`config.mk`:
```
export PLATFORM = sky130hd
export DESIGN_NAME = ps2_key_decoder
export DESIGN_NICKNAME = d
export VERILOG_FILES = /design/src/rtl/ps2_key_decoder.sv
export SDC_FILE = /design/constraint.sdc
export NUM_CORES = 1
export LEC_CHECK = 0
export CAP_MARGIN = 0
export CELL_PAD_IN_SITES_DETAIL_PLACEMENT = 0
export CELL_PAD_IN_SITES_GLOBAL_PLACEMENT = 1
export CORE_AREA = 2 2 90 92
export CTS_BUF_LIST = sky130_fd_sc_hd__clkbuf_16
export DETAILED_ROUTE_END_ITERATION = 8
export DIE_AREA = 0 0 92 94
export MAX_ROUTING_LAYER = met4
export PLACE_DENSITY = 0.81
export SETUP_SLACK_MARGIN = 0.3
export SLEW_MARGIN = 15
export SYNTH_ARGS = -nofsm -noshare
export SYNTH_HDL_FRONTEND = slang
export SYNTH_SLANG_ARGS = --single-unit
```
`constraint.sdc`:
```
create_clock -name clock -period 3.4 [get_ports clock]
set_clock_uncertainty 0.05 [all_clocks]
set_input_delay 0.68 -clock clock [delete_from_list [all_inputs] [get_ports clock]]
set_output_delay 0.68 -clock clock [all_outputs]
set_load 0.1 [all_outputs]
```
`src/rtl/ps2_key_decoder.sv`:
```
// PS/2 set-2 scan-code decoder: tracks E0/F0 prefixes and shift state,
// translates key makes to ASCII and queues them on a ready/valid FIFO.
module ps2_key_decoder #(
  parameter int FIFO_DEPTH = 4
) (
  input  logic                          clock,
  input  logic                          resetn,
  input  logic [7:0]                    scan_code,
  input  logic                          scan_valid,
  output logic [7:0]                    key_ascii,
  output logic                          key_valid,
  input  logic                          key_ready,
  output logic                          shift_held,
  output logic                          overflow,
  output logic [$clog2(FIFO_DEPTH):0]   fifo_count,
  output logic [1:0]                    fsm_state
);

  localparam int AW = $clog2(FIFO_DEPTH);
  localparam int CW = AW + 1;

  typedef enum logic [1:0] {
    IDLE     = 2'd0,
    GOT_E0   = 2'd1,
    GOT_F0   = 2'd2,
    GOT_E0F0 = 2'd3
  } state_t;

  state_t state, next_state;
  logic   lshift, rshift;

  // Returns {hit, ascii} for a normal (non-extended) make code.
  function automatic logic [8:0] translate(input logic [7:0] code, input logic shift);
    logic [7:0] base;
    logic [7:0] alt;
    logic       hit;
    logic       letter;
    base   = 8'h00;
    alt    = 8'h00;
    hit    = 1'b1;
    letter = 1'b0;
    case (code)
      8'h1C: begin base = 8'h61; letter = 1'b1; end
      8'h32: begin base = 8'h62; letter = 1'b1; end
      8'h21: begin base = 8'h63; letter = 1'b1; end
      8'h23: begin base = 8'h64; letter = 1'b1; end
      8'h24: begin base = 8'h65; letter = 1'b1; end
      8'h2B: begin base = 8'h66; letter = 1'b1; end
      8'h34: begin base = 8'h67; letter = 1'b1; end
      8'h33: begin base = 8'h68; letter = 1'b1; end
      8'h43: begin base = 8'h69; letter = 1'b1; end
      8'h3B: begin base = 8'h6A; letter = 1'b1; end
      8'h42: begin base = 8'h6B; letter = 1'b1; end
      8'h4B: begin base = 8'h6C; letter = 1'b1; end
      8'h3A: begin base = 8'h6D; letter = 1'b1; end
      8'h31: begin base = 8'h6E; letter = 1'b1; end
      8'h44: begin base = 8'h6F; letter = 1'b1; end
      8'h4D: begin base = 8'h70; letter = 1'b1; end
      8'h15: begin base = 8'h71; letter = 1'b1; end
      8'h2D: begin base = 8'h72; letter = 1'b1; end
      8'h1B: begin base = 8'h73; letter = 1'b1; end
      8'h2C: begin base = 8'h74; letter = 1'b1; end
      8'h3C: begin base = 8'h75; letter = 1'b1; end
      8'h2A: begin base = 8'h76; letter = 1'b1; end
      8'h1D: begin base = 8'h77; letter = 1'b1; end
      8'h22: begin base = 8'h78; letter = 1'b1; end
      8'h35: begin base = 8'h79; letter = 1'b1; end
      8'h1A: begin base = 8'h7A; letter = 1'b1; end
      8'h16: begin base = 8'h31; alt = 8'h21; end
      8'h1E: begin base = 8'h32; alt = 8'h40; end
      8'h26: begin base = 8'h33; alt = 8'h23; end
      8'h25: begin base = 8'h34; alt = 8'h24; end
      8'h2E: begin base = 8'h35; alt = 8'h25; end
      8'h36: begin base = 8'h36; alt = 8'h5E; end
      8'h3D: begin base = 8'h37; alt = 8'h26; end
      8'h3E: begin base = 8'h38; alt = 8'h2A; end
      8'h46: begin base = 8'h39; alt = 8'h28; end
      8'h45: begin base = 8'h30; alt = 8'h29; end
      8'h29: begin base = 8'h20; alt = 8'h20; end
      8'h5A: begin base = 8'h0D; alt = 8'h0D; end
      8'h66: begin base = 8'h08; alt = 8'h08; end
      default: hit = 1'b0;
    endcase
    if (letter) alt = base - 8'h20;
    return {hit, shift ? alt : base};
  endfunction

  logic       make_n, make_e, break_n;
  logic [8:0] tr;
  logic       push;
  logic [7:0] push_data;

  always_comb begin
    next_state = state;
    make_n     = 1'b0;
    make_e     = 1'b0;
    break_n    = 1'b0;
    if (scan_valid) begin
      if (scan_code == 8'h00 || scan_code == 8'hFF) begin
        next_state = IDLE;
      end else begin
        case (state)
          IDLE: begin
            if (scan_code == 8'hE0)      next_state = GOT_E0;
            else if (scan_code == 8'hF0) next_state = GOT_F0;
            else                         make_n = 1'b1;
          end
          GOT_E0: begin
            if (scan_code == 8'hF0)      next_state = GOT_E0F0;
            else if (scan_code == 8'hE0) next_state = GOT_E0;
            else begin
              make_e     = 1'b1;
              next_state = IDLE;
            end
          end
          GOT_F0: begin
            break_n    = 1'b1;
            next_state = IDLE;
          end
          default: next_state = IDLE;
        endcase
      end
    end
  end

  // Translation uses the shift state held before this byte takes effect.
  always_comb begin
    tr        = translate(scan_code, shift_held);
    push      = 1'b0;
    push_data = 8'h00;
    if (make_n && tr[8]) begin
      push      = 1'b1;
      push_data = tr[7:0];
    end else if (make_e && scan_code == 8'h5A) begin
      push      = 1'b1;
      push_data = 8'h0D;
    end
  end

  always_ff @(posedge clock or negedge resetn) begin
    if (!resetn) begin
      state  <= IDLE;
      lshift <= 1'b0;
      rshift <= 1'b0;
    end else begin
      state <= next_state;
      if (make_n && scan_code == 8'h12)  lshift <= 1'b1;
      if (break_n && scan_code == 8'h12) lshift <= 1'b0;
      if (make_n && scan_code == 8'h59)  rshift <= 1'b1;
      if (break_n && scan_code == 8'h59) rshift <= 1'b0;
    end
  end

  assign shift_held = lshift | rshift;
  assign fsm_state  = state;

  // Character FIFO; a full FIFO still accepts a push when a pop happens the same cycle.
  logic [7:0]    mem [FIFO_DEPTH];
  logic [AW-1:0] wr_ptr, rd_ptr;
  logic [CW-1:0] count;
  logic          pop, full, push_ok;

  assign pop     = (count != '0) && key_ready;
  assign full    = (count == CW'(FIFO_DEPTH));
  assign push_ok = push && (!full || pop);

  always_ff @(posedge clock or negedge resetn) begin
    if (!resetn) begin
      wr_ptr   <= '0;
      rd_ptr   <= '0;
      count    <= '0;
      overflow <= 1'b0;
      for (int i = 0; i < FIFO_DEPTH; i++) mem[i] <= 8'h00;
    end else begin
      if (push_ok) begin
        mem[wr_ptr] <= push_data;
        wr_ptr      <= wr_ptr + AW'(1);
      end
      if (pop) rd_ptr <= rd_ptr + AW'(1);
      if (push && full && !pop) overflow <= 1'b1;
      count <= count + CW'(push_ok) - CW'(pop);
    end
  end

  assign key_valid  = (count != '0);
  assign key_ascii  = key_valid ? mem[rd_ptr] : 8'h00;
  assign fifo_count = count;

endmodule
```
==> reports/summary.txt, run 1 <==
LOGIC SYNTHESIS
-------------------------------------------------------------------------------------
Post-Syn Nets                                                                     361
Number of enable-type register cells in the synthesized netlist                     0
Warnings from Yosys                                                                 0
Number of distinct library cells after synthesis                                   76
Async SR Flop Fraction                                                           100%
Mean Syn Cell Area                                                           9.86 µm²
Number of synthesized register bits                                                44
Post-Synthesis Cell Area                                                  0.00336 mm²
Proportion of synthesized chip area in sequential cells                         32.8%
Flip-flop cell with the highest count after synthesis                         dfrtp_1
Count of mapped cells out of synthesis                                            341

LAYOUT
-------------------------------------------------------------------------------------
Number of inserted diodes                                                           0
Most frequent standard cell in the layout excluding fill and tap cells          buf_4
Non-filler instance count after layout                                            561
Total of fill cells in the finished design                                        645
Synth-to-Final Area Change                                                      43.7%
Most frequent cells in the layout                                        110 x buf_4, 43 x dfrtp_1, 21 x nand2_1
Layout cells sized above 1                                                      50.1%
Summed area of non-filler cells in the final layout                       0.00483 mm²
Number of nets in the final layout                                                478

SETUP PATH
-------------------------------------------------------------------------------------
Worst EP arrival                                                              3140 ps
Critical path peak fanout                                                           8
Required time at the worst-slack endpoint                                     3510 ps
Crit end category                                                                flop
Startpoint class of the critical path                                       input pin
Worst setup path class                                                   input pin to flop

PWR
-------------------------------------------------------------------------------------
Worst supply voltage drop on vdd                                             0.584 mV
Power density cells                                                        635 mW/mm²
Leakage                                                                    0.00214 µW

CTS
-------------------------------------------------------------------------------------
Largest buffer count on any clock path                                              2
Clock latency of the later-clocked register in the worst-skew pair             280 ps
Total clock buffers created by CTS                                                  5
CTS tree                                                                        built
Clk sink count                                                                     44
Library cell used as clock root buffer                                      clkbuf_16
Clock-pin slew on the worst setup and hold paths                                60 ps
H-Tree Depth                                                                        2

ROUTE
-------------------------------------------------------------------------------------
Detailed-route vias per instance                                                 5.76
Total iterations of the first detailed-routing run                                  5
Routed via count                                                                 3229
Remaining routing DRC violations                                                    0
Detailed Route Iter0 Violations                                                   259
Detailed-route wire length per cell                                           17.9 µm
Antenna violation net count after detailed routing                                  0
Final WL                                                                     10100 µm

TIMING
-------------------------------------------------------------------------------------
Aggregate negative setup slack                                                   0 ps
Worst relative slew slack                                                       36.9%
Count of endpoints failing setup in the final report                                0
Setup repair after global routing missed its margin                               yes
Final worst hold slack                                                         426 ps
Count of endpoints failing hold in the final timing report                          0
Min Clock Period, post-route                                                  3020 ps
Period utilisation layout                                                       88.9%
Crit path setup slack, layout                                                  377 ps
Slew @ Worst Pin                                                               946 ps
Fmax                                                                          331 MHz
Final number of max-transition violations                                           0

FLOORPLANNING
-------------------------------------------------------------------------------------
Placeable core region                                                     0.00761 mm²
Overall die height                                                              94 µm
IO Count                                                                           28
Starting density of the core                                                    44.2%
Die Span X                                                                      92 µm
Std cell rows                                                                      32
Full die area                                                             0.00865 mm²

PLACEMENT
-------------------------------------------------------------------------------------
Standard cell area after detailed placement                               0.00437 mm²
Worst slack after detailed placement                                          -320 ps
HPWL after detailed placement                                                 7570 µm
Number of instances in the placed design                                          534
GPL Wtd Cong                                                                    0.923
Quantity of I/O buffers inserted on ports                                          27

RUN
-------------------------------------------------------------------------------------
Max-cap viol count                                                                  0

STATUS
-------------------------------------------------------------------------------------
Status                                                                   complete, no violations

GRT
-------------------------------------------------------------------------------------
Pin count of the biggest net entering global routing                               45
Initial antenna violation count                                                     0
First-pass GRT wire length                                                   16500 µm
Total overflow reported by the global router                                        0
Number of global-route vias before repair                                        3293
Total Routing Usage GR                                                          25.0%

WORST HOLD PATH
-------------------------------------------------------------------------------------
Type of the most critical hold path                                      flop to flop

[cell families (layout without fill, tap and decap cells)]
family	Yosys count	after routing	share of synthesized area (%)
and+or+nand+nor	131	131	24.6
AOI/OAI and AO/OA	75	75	16.3
buffers and inverters	37	155	5.47
DFF	44	44	32.8
xor gates and xnor gates	8	8	2.08
muxes	38	38	15.7
adders and majority gates	8	8	3.20
[per-stage QoR]
step | total power, µW | utilization, %
after floorplan | 2110 | -
after global placement | 2460 | 57.4
after detailed placement | 2510 | 57.4
after CTS | 3070 | 62.0
after global routing | 3220 | 63.5
final | 3070 | 63.5
[worst paths after layout]
path,start,endpoint,slack [ps],depth (start not counted)
setup / recovery,scan_code[4],fifo_count[2],380,15
hold / removal,overflow,overflow,430,1
setup reg to reg,fifo_count[1],fifo_count[2],700,11
hold reg to reg,overflow,overflow,430,1
max in group asynchronous,resetn,fifo_count[1],2150,1
min in group asynchronous,resetn,mem[17],500,1
[power by group]
| group | internal (µW) | switching, µW |
|---|---|---|
| clock network | 341 | 187 |
| logic | 599 | 1080 |
| registers | 698 | 165 |
[Yosys cell counts (all sizes together) (2+ instances only)]
master	count	share of area, %
ha	7	2.6
nor2b	10	1.9
xnor2	6	1.6
and2	12	2.2
a21oi	15	2.2
nand2b	9	1.7
o21bai	2	0.45
a2111oi	2	0.52
or3	4	0.74
dfrtp	44	33
nor3	9	1.5
a211oi	5	1.6
nor3b	3	0.67
o21ai	9	1.3
nand2	22	2.5
nor4	5	1.6
mux2i	5	1.5
mux2	25	8.8
or4b	5	1.5
nand4	3	1.0
o211ai	2	0.45
mux4	8	5.4
a32oi	2	0.52
a21boi	2	0.45
xor2	2	0.52
a31oi	14	2.6
buf	15	3.0
nor2	18	2.2
o22ai	3	0.56
inv	13	1.5
or3b	2	0.52
o32ai	2	0.74
nand3	20	3.8
a22oi	3	0.67
nor4b	3	1.4
clkbuf	9	1.0
and3	3	0.56
[sequential cells by signal, summed over array words and instances (netlist names)]
signal      flops
fsm_state       2
lshift          1
rd_ptr          2
wr_ptr          2
fifo_count      3
rshift          1
overflow        1
mem            32
[critical path, cell delays in order]
cell and delay, ps:
buf_6 90, buf_6 120, or4b_4 580, nor3_4 190, o21bai_4 160, a211oi_4 90, nand4_4 130, nand2_4 70
ha_4 220, inv_4 50, ha_4 110, inv_2 30, fa_2 340, xnor2_2 140, xnor2_1 130
[routing by layer]
| metal | vias up | GRT usage (%) | share of wire, % |
|---|---|---|---|
| met5 | - | - | 0 |
| met4 | 0 | 5.47 | 1.4 |
| met3 | 16 | 5.54 | 5.0 |
| met2 | 99 | 39.5 | 49 |
| met1 | 1598 | 33.3 | 45 |
| li1 | 1516 | - | - |
[cell type report]
type	count	area (µm²)	area share, %
multi-input cells	260	2310	47.8
inverters	13	51.3	1.06
clock buffers	5	125	2.59
repair buffers	134	1080	22.3
clock inverters	3	37.5	0.777
well taps	102	128	2.64
flip-flops and latches	44	1100	22.8
[timing repair]
item / in CTS / in global routing
setup buffers: 13 / 5
pin swaps: 15 / 20
gates cloned: 1 / 0
gates resized for setup: 48 / 21
hold buffers: 0 / 0
setup endpoints to repair: 22 / 10
Power figures use the tool's default switching activity.
==> inputs of run 2 (changes only) <==
HOLD_SLACK_MARGIN = 0.15   (was unset)
==> results of run 2 <==
No change in the layout: final DEF, timing and power equal those of run 1.
==> inputs of run 3 (changes only) <==
CORE_AREA = 2 2 82 100   (was 2 2 90 92)
DIE_AREA = 0 0 84 102   (was 0 0 92 94)
PLACE_DENSITY = 0.82   (was 0.81)
clock period = 3.8 ns   (was 3.4 ns; I/O delays follow)
==> run 3 against run 2 <==
Compared with the run above: die area shrank 0.93%; final cell count shrank 4.8%; combinational power shrank 14%; sequential share of layout area grew 1.4 points; global-route usage shrank 0.89 points; first-iteration DRC count shrank 47%; critical path type unchanged.
==> reports/summary.txt, run 3 (synthesis gave the netlist of run 1 again) <==
TIMING
-------------------------------------------------------------------------------------
Count of endpoints failing hold in the final timing report                          0   unchanged
Setup repair after global routing missed its margin                                no
Fmax                                                                          295 MHz
Final number of max-transition violations                                           0   unchanged
Count of endpoints failing setup in the final report                                0   unchanged
Slew @ Worst Pin                                                               972 ps   +25.1 ps
Period utilisation layout                                                       89.1%
Worst relative slew slack                                                       35.2%   -1.7 points
Crit path setup slack, layout                                                  413 ps   +36.1 ps
Min Clock Period, post-route                                                  3390 ps

CTS
-------------------------------------------------------------------------------------
Library cell used as clock root buffer                                      clkbuf_16
Clk sink count                                                                     44   unchanged
Clock latency of the later-clocked register in the worst-skew pair             280 ps   about the same
H-Tree Depth                                                                        2   unchanged
Clock-pin slew on the worst setup and hold paths                                60 ps   about the same
Largest buffer count on any clock path                                              2   unchanged
CTS tree                                                                        built
Total clock buffers created by CTS                                                  5   unchanged

GRT
-------------------------------------------------------------------------------------
Number of global-route vias before repair                                        3196   -2.9%
First-pass GRT wire length                                                   15900 µm   -3.7%
Total Routing Usage GR                                                          24.1%   -0.89 points
Total overflow reported by the global router                                        0   unchanged
Initial antenna violation count                                                     0   unchanged
Pin count of the biggest net entering global routing                               45   unchanged

ROUTE
-------------------------------------------------------------------------------------
Routed via count                                                                 3133   -3.0%
Detailed-route vias per instance                                                 5.87   +1.9%
Detailed-route wire length per cell                                           18.3 µm   +2.2%
Remaining routing DRC violations                                                    0   unchanged
Total iterations of the first detailed-routing run                                  7   +2
Detailed Route Iter0 Violations                                                   136   -47%
Antenna violation net count after detailed routing                                  0   unchanged
Final WL                                                                      9780 µm   -2.7%

LAYOUT
-------------------------------------------------------------------------------------
Register with the highest flop count                                              mem
Most frequent standard cell in the layout excluding fill and tap cells          buf_4
Number of inserted diodes                                                           0   unchanged
Flip-flop count of the largest register, all copies and words added                32   unchanged
Layout cells sized above 1                                                      39.4%   -11 points
Most frequent cells in the layout                                        93 x buf_4, 44 x dfrtp_1, 21 x nand2_1
Synth-to-Final Area Change                                                      35.5%
Number of nets in the final layout                                                461   -3.6%
Utilization after layout                                                        60.1%   -3.4 points

SETUP PATH
-------------------------------------------------------------------------------------
Worst setup path class                                                   input pin to flop
Startpoint class of the critical path                                       input pin
Required time at the worst-slack endpoint                                     3920 ps   +410 ps
Critical path peak fanout                                                          10   +2
Worst EP arrival                                                              3510 ps   +370 ps
Crit end category                                                                flop

STATUS
-------------------------------------------------------------------------------------
Status                                                                   complete, no violations

PLACEMENT
-------------------------------------------------------------------------------------
HPWL after detailed placement                                                 7530 µm   -0.50%
Worst slack after detailed placement                                         -97.4 ps   +223 ps
Quantity of I/O buffers inserted on ports                                          27   unchanged
GPL Wtd Cong                                                                    0.969   +5.0%

PWR
-------------------------------------------------------------------------------------
Worst supply voltage drop on vdd                                              1.02 mV   +74%
Power density cells                                                        574 mW/mm²   -9.5%
Leakage                                                                    0.00203 µW   -4.9%

RUN
-------------------------------------------------------------------------------------
Max-cap viol count                                                                  0   unchanged

FLOORPLANNING
-------------------------------------------------------------------------------------
Std cell rows                                                                      35   +9.4%
Full die area                                                             0.00857 mm²   -0.93%
Placeable core region                                                     0.00758 mm²   -0.41%
Starting density of the core                                                    44.4%   +0.18 points
IO Count                                                                           28   unchanged
Overall die height                                                             102 µm   +8.5%
Die Span X                                                                      84 µm   -8.7%

WORST HOLD PATH
-------------------------------------------------------------------------------------
Type of the most critical hold path                                      flop to flop

run 3: cell types whose count changed in the layout (fill, tap and decap cells not counted), moves of 4 or more:
cell | previous run | this run
inv_1 | 10 | 14
buf_6 | 13 | 3
and2_1 | 4 | 12
and2_2 | 8 | 0
buf_4 | 110 | 93
clkdlybuf4s50_1 | 2 | 11
run 3: worst max-delay path, cell delays in order:
cell,delay (ps)
clkdlybuf4s50_1,510
buf_6,160
nand2b_1,150
a2bb2oi_2,200
o32ai_2,130
a211oi_2,290
nand4_4,160
nand2_2,90
ha_1,220
inv_1,50
ha_1,120
inv_1,50
fa_2,340
xnor2_2,140
xnor2_1,120
run 3: area by class of cell:
cell class	instances	area, µm²
sequential	44	1100
multi-input combinational	260	2190
fill	668	3020
tap	92	115
inverter	13	48.8
clock buffer	5	125
clock inverter	3	11.3
timing repair buffer	117	965
run 3: routing by layer:
metal,wire (µm),global-route usage [%]
met1,3820,26.4
met2,5110,43.7
met3,412,2.75
met4,437,11.8
met5,0,-
run 3: final timing paths:
check                                   start  slack (ps)  cells after the start             to
worst max-delay path             scan_code[1]         410                     15  fifo_count[2]
worst min-delay path                 overflow         440                      1       overflow
worst max register to register  fifo_count[1]        1040                     11  fifo_count[2]
worst min register to register       overflow         440                      1       overflow
max in group asynchronous              resetn        2510                      1      rd_ptr[0]
min in group asynchronous              resetn         580                      1        mem[14]
run 3: timing repair:
action	in CTS	in global routing
hold buffers	0	0
gates resized for setup	10	19
pin swaps	2	7
setup endpoints to repair	1	10
cloned	0	1
hold endpoints to repair	0	0
setup buffers	1	5
run 3: stage by stage:
stage / power [µW] / TNS, ps / instances / hold WS (ps) / cell area (µm²)
after floorplan: 1850 / 0 / 341 / 409 / 3400
after global placement: 2160 / -60.2 / 519 / 416 / 4250
after detailed placement: 2200 / -97.4 / 519 / 429 / 4250
after CTS: 2610 / 0 / 528 / 441 / 4420
after global routing: 2740 / 0 / 534 / 458 / 4550
final: 2620 / 0 / 534 / 437 / 4550
run 3: power breakdown:
group,internal [µW],switching (µW),leakage (µW)
Sequential,623,150,0.000562
Clock,236,161,0.0000738
Combinational,506,939,0.00140
